## src/rtl/serial_adc_reader_if.sv

```systemverilog
// Sample stream between serial_adc_reader and the downstream DSP chain:
// one-entry valid/ready register, data qualified by m_tvalid.
`timescale 1ns/1ps
interface serial_adc_reader_if #(
  parameter int DW = 16
) ();
  logic [DW-1:0] m_tdata;
  logic          m_tvalid;
  logic          m_tready;

  modport master (
    output m_tdata,
    output m_tvalid,
    input  m_tready
  );

  modport slave (
    input  m_tdata,
    input  m_tvalid,
    output m_tready
  );
endinterface

```

## src/rtl/serial_adc_reader.sv

```systemverilog
// SPI-style read master for a single-channel serial ADC: free-running
// convert/read frames, MSB-first capture, one-entry valid/ready output.
`timescale 1ns/1ps
module serial_adc_reader #(
  parameter int DW          = 16,
  parameter int CLK_DIV     = 2,
  parameter int CONV_CYCLES = 32
) (
  input  logic                aclk,
  input  logic                areset_n,
  input  logic                en,
  output logic                sclk,
  output logic                cs_n,
  input  logic                sdo,
  serial_adc_reader_if.master axis,
  output logic                overrun
);

  localparam int CNT_MAX = (CONV_CYCLES > CLK_DIV) ? CONV_CYCLES : CLK_DIV;
  localparam int CW      = $clog2(CNT_MAX + 1);
  localparam int BW      = $clog2(DW);

  localparam logic [CW-1:0] CONV_LOAD = CW'(CONV_CYCLES - 1);
  localparam logic [CW-1:0] HALF_LOAD = CW'(CLK_DIV - 1);
  localparam logic [BW-1:0] LAST_BIT  = BW'(DW - 1);

  localparam logic [1:0] ST_IDLE  = 2'd0;
  localparam logic [1:0] ST_CONV  = 2'd1;
  localparam logic [1:0] ST_SHIFT = 2'd2;
  localparam logic [1:0] ST_DONE  = 2'd3;

  logic [1:0]    r_state;
  logic [CW-1:0] r_cnt;
  logic [BW-1:0] r_bit;
  logic [DW-1:0] r_shift;
  logic          r_cs_n;
  logic          r_sclk;
  logic [DW-1:0] r_tdata;
  logic          r_tvalid;
  logic          r_overrun;

  logic          w_done;
  logic          w_take;

  assign w_done = (r_state == ST_DONE);
  assign w_take = r_tvalid && axis.m_tready;

  // Frame sequencer; cs_n and sclk change on the same edge as the state so
  // that they line up exactly with the CONV/SHIFT/DONE windows.
  always_ff @(posedge aclk or negedge areset_n) begin
    if (!areset_n) begin
      r_state <= ST_IDLE;
      r_cnt   <= '0;
      r_bit   <= '0;
      r_shift <= '0;
      r_cs_n  <= 1'b1;
      r_sclk  <= 1'b0;
    end else begin
      case (r_state)
        ST_IDLE: begin
          if (en) begin
            r_state <= ST_CONV;
            r_cnt   <= CONV_LOAD;
          end
        end
        ST_CONV: begin
          if (r_cnt == '0) begin
            r_state <= ST_SHIFT;
            r_cs_n  <= 1'b0;
            r_sclk  <= 1'b0;
            r_cnt   <= HALF_LOAD;
            r_bit   <= '0;
          end else begin
            r_cnt <= r_cnt - CW'(1);
          end
        end
        ST_SHIFT: begin
          if (r_cnt == '0) begin
            r_cnt <= HALF_LOAD;
            if (!r_sclk) begin
              r_sclk <= 1'b1;
            end else begin
              // sdo is sampled on the edge that drops sclk, before the ADC
              // moves on to its next bit.
              r_sclk  <= 1'b0;
              r_shift <= {r_shift[DW-2:0], sdo};
              if (r_bit == LAST_BIT) begin
                r_state <= ST_DONE;
                r_cs_n  <= 1'b1;
              end else begin
                r_bit <= r_bit + BW'(1);
              end
            end
          end else begin
            r_cnt <= r_cnt - CW'(1);
          end
        end
        ST_DONE: begin
          if (en) begin
            r_state <= ST_CONV;
            r_cnt   <= CONV_LOAD;
          end else begin
            r_state <= ST_IDLE;
          end
        end
        default: r_state <= ST_IDLE;
      endcase
    end
  end

  // Output register: a handshake on the DONE edge frees the slot for the
  // new sample in the same cycle, so back-to-back delivery has no bubble.
  always_ff @(posedge aclk or negedge areset_n) begin
    if (!areset_n) begin
      r_tdata   <= '0;
      r_tvalid  <= 1'b0;
      r_overrun <= 1'b0;
    end else begin
      r_overrun <= 1'b0;
      if (w_done) begin
        if (!r_tvalid || axis.m_tready) begin
          r_tdata  <= r_shift;
          r_tvalid <= 1'b1;
        end else begin
          r_overrun <= 1'b1;
        end
      end else if (w_take) begin
        r_tvalid <= 1'b0;
      end
    end
  end

  assign cs_n          = r_cs_n;
  assign sclk          = r_sclk;
  assign overrun       = r_overrun;
  assign axis.m_tdata  = r_tdata;
  assign axis.m_tvalid = r_tvalid;

endmodule
```

## src/flat_wrapper.sv

```systemverilog
// flat-port wrapper written by rule: the top's interface ports become plain ports
module serial_adc_reader_flat 
#(
  parameter int DW          = 16,
  parameter int CLK_DIV     = 2,
  parameter int CONV_CYCLES = 32
)
  (aclk, areset_n, en, sclk, cs_n, sdo, overrun, axis_m_tdata, axis_m_tvalid, axis_m_tready);
  serial_adc_reader_if #(.DW(DW)) axis_i ();
  input  logic aclk;
  input  logic areset_n;
  input  logic en;
  output logic sclk;
  output logic cs_n;
  input  logic sdo;
  output logic overrun;
  output wire logic [$bits(axis_i.m_tdata)-1:0] axis_m_tdata;
  output wire logic [$bits(axis_i.m_tvalid)-1:0] axis_m_tvalid;
  input wire logic [$bits(axis_i.m_tready)-1:0] axis_m_tready;
  assign axis_m_tdata = axis_i.m_tdata;
  assign axis_m_tvalid = axis_i.m_tvalid;
  assign axis_i.m_tready = axis_m_tready;
  serial_adc_reader #(.DW(DW), .CLK_DIV(CLK_DIV), .CONV_CYCLES(CONV_CYCLES)) u_core (.aclk(aclk), .areset_n(areset_n), .en(en), .sclk(sclk), .cs_n(cs_n), .sdo(sdo), .axis(axis_i), .overrun(overrun));
endmodule
```

## config.mk

```make
export PLATFORM = sky130hd
export DESIGN_NAME = serial_adc_reader_flat
export DESIGN_NICKNAME = d
export VERILOG_FILES = /design/src/rtl/serial_adc_reader_if.sv /design/src/rtl/serial_adc_reader.sv /design/src/flat_wrapper.sv
export SDC_FILE = /design/constraint.sdc
export NUM_CORES = 1
export LEC_CHECK = 0
export CORE_UTILIZATION = 55
export DETAILED_ROUTE_END_ITERATION = 10
export PLACE_DENSITY = 0.81
export SYNTH_ARGS = -nofsm -noshare
export SYNTH_HDL_FRONTEND = slang
export SYNTH_SLANG_ARGS = --single-unit
```

## constraint.sdc

```tcl
create_clock -name aclk -period 2.1 [get_ports aclk]
set_clock_uncertainty 0.1 [all_clocks]
set_input_delay 0.42 -clock aclk [delete_from_list [all_inputs] [get_ports aclk]]
set_output_delay 0.42 -clock aclk [all_outputs]
set_load 0.02 [all_outputs]
```

==> impl_metrics.tcl <==
set metrics [dict create \
    synth_top_family_by_area "multiplexers" \
    yosysWarnings 0 \
    worstSkewPairLatency_ps 300 \
    first_global_vias 1539 \
    end_kind "register" \
    status "complete, no violations" \
    clockRootBuffer "clkbuf_8" \
    synthMuxAreaShare_pct 18.8 \
    vdd_ir_drop_max_uv 649 \
    portBuffers 24 \
    hold_viol 0 \
    grt.overflow.total 0 \
    p_leak_nw 1.32 \
    synth.distinct_cells 42 \
    relSlewSlack_pct 61.4 \
    fp.dieW_um 66.1 \
    cts_made_buffers 5 \
    power_mw 2.16 \
    clock.fmax_mhz 498 \
    async_reset_ff_share_pct 100 \
    fin_crit_sh_pct 95.6 \
    avgSynthCellArea_um2 12.8 \
    synth-simple-area-share_pct 11.1 \
    clockBufferDepth 2 \
    synth_top_area_share_pct 52.1 \
    fp-row-count 22 \
    routed_via_density 5.86 \
    hp-class "primary input to asynchronous set/reset pin" \
    cts.sinks 48 \
    antennaDiodeCount 0 \
    layout-drive-gt1-share_pct 26.9 \
    grt_antenna_before_repair 0 \
    final_util_pct 70.3 \
    routedWlPerCell_um 16.2 \
    synth_seq_cells 48 \
    critPathMaxFanout 7 \
    io_pins 25 \
    synth_compound_area_share_pct 9.26 \
    startpoint "u_core.r_cnt[2]" \
    synth_area_um2 2260 \
    drc_errors 0 \
    postRouteAntennaNets 0 \
    synth_commonest_cells "47 x dfrtp_1, 23 x mux2_2, 10 x nor2_1" \
    drt-pass1-iter-count 5 \
    maxCapViolations 0 \
    die_h_um 66.1 \
    synthXorXnorAreaFrac_pct 0 \
    worstPathRequired_ps 2190 \
    grt_first_pass_wirelength_um 7000 \
    r2r_start "u_core.r_cnt[2]" \
    power.density_nw_per_um2 808 \
    routed_wl_um 4140 \
    start_util_pct 59.4 \
    arrival_ps 2100 \
    critPathLaunchType "register" \
    drt_iter0_drc 55 \
    synth.most_common_cell "dfrtp_1" \
    clk_pin_slew_ps 90 \
    finalNetCount 220 \
    rsz0062_at_grt "true" \
    finalMaxSlewViolations 0 \
    die_area_um2 4360 \
    grt_max_degree 26 \
    gp_congestion 0.868 \
    synth_area_leader_cell "dfrtp_1" \
    crit_type "register to register" \
    synth-edff-count 0 \
    fin_crit_ps 2010 \
    h-tree-depth 2 \
    synth_ff_type "dfrtp_1" \
    synthTopCellsByArea "dfrtp_1 52%, mux2_2 11%, mux2_4 6.0%" \
    grt_use_total_pct 21.9 \
    vias 1499 \
    synthToLayoutAreaGrowth_pct 18.3 \
    syn_inst 176 \
    seq_area_frac_synth_pct 53.3 \
    synth.net_count 189 \
    cts_hold_buf 0 \
    hpwlAfterDp_um 2990 \
    setup-violations-final 0 \
    synthAdderAreaFrac_pct 4.43 \
    max_slew.worst_pin.slew_ps 578 \
    fillers 239 \
    core-area_um2 3800 \
    post_cts_buffers 0 \
    post_cts_resized 0 \
    cts_tree "yes" \
]
## per-layer routing
layer  wire length, um  vias up  share of wire (%)  global-route usage, %
met4                57        0                1.4                   9.04
met3               183       10                4.4                   7.24
li1                  -      694                  -                      -
met1              1790      750                 43                   26.3
met5                 0        -                  0                      0
met2              2120       45                 51                   36.0
## final timing paths
kind	end	slack (ps)	cells past startpoint
max in group asynchronous	u_core.r_shift[10]	1290	2
hold / removal	u_core.overrun	4	1
setup reg to reg	u_core.r_bit[1]	90	4
hold reg to reg	u_core.axis.m_tdata[10]	410	1
setup / recovery	u_core.r_bit[1]	90	4
min in group aclk	u_core.axis.m_tdata[10]	410	1
## cells by family after synthesis
logic type | Yosys count
flip-flops | 48
multiplexers | 35
buffers and inverters | 15
AND/OR/NAND/NOR | 43
adder cells (fa/ha/maj) | 8
AO/OA/AOI/OAI | 27
## power breakdown
part | switching, mW | total (mW) | internal (mW)
sequential | 0.105 | 1.13 | 1.02
clock | 0.309 | 0.576 | 0.267
combinational | 0.260 | 0.453 | 0.193
## layout by cell type, fill, tap and decap left out, types with 2 or more instances in the layout
| master | Yosys | final |
|---|---|---|
| clkdlybuf4s50_1 | 0 | 23 |
| a21oi_1 | 3 | 3 |
| dfrtp_1 | 47 | 47 |
| ha_1 | 8 | 8 |
| o22ai_1 | 4 | 4 |
| nor2_1 | 10 | 10 |
| clkinvlp_4 | 0 | 2 |
| clkbuf_8 | 0 | 6 |
| a21o_1 | 2 | 2 |
| inv_1 | 9 | 9 |
| buf_4 | 0 | 5 |
| or3_1 | 4 | 4 |
| nand3_1 | 3 | 3 |
| nor3_2 | 2 | 2 |
| o21ai_0 | 3 | 3 |
| mux2_2 | 23 | 23 |
| mux2_4 | 9 | 9 |
| nor3_1 | 4 | 4 |
| nand2_1 | 6 | 6 |
| mux2i_1 | 3 | 3 |
| and3_1 | 4 | 4 |
| nand2b_1 | 3 | 3 |
| a31oi_1 | 2 | 2 |
## cell type report
class	instances	area, um2	share of cell area [%]
Clock buffer	6	82.6	3.09
Clock inverter	2	15.0	0.562
Inverter	9	33.8	1.27
Multi-Input combinational cell	113	983	36.8
Sequential cell	48	1200	45.0
Tap cell	48	60.1	2.25
Timing Repair Buffer	30	293	11.0
## through the flow
step	setup WS, ps	cells	cell area (um2)	TNS [ps]	hold WS [ps]
2_1_floorplan	279	176	2260	0	24.4
3_3_place_gp	199	248	2570	0	336
3_5_place_dp	101	248	2570	0	348
4_1_cts	86.4	256	2670	0	15.8
5_1_grt	-13.4	256	2670	-13.4	29.2
6_report	92.8	256	2670	0	4.29
## critical path, cell delays in order (launching register included)
cell and delay [ps]:
dfrtp_1 430, or3_1 590, o31ai_4 340, o21ai_0 130, a211o_1 310
## state kept, by name (all words and copies together) (netlist names)
name                  cells
u_core.axis.m_tdata      16
u_core.axis.m_tvalid      1
u_core.cs_n               1
u_core.overrun            1
u_core.r_bit              4
u_core.r_cnt              6
u_core.r_shift           16
u_core.r_state            2
u_core.sclk               1
(Power assumes the default switching activity.)
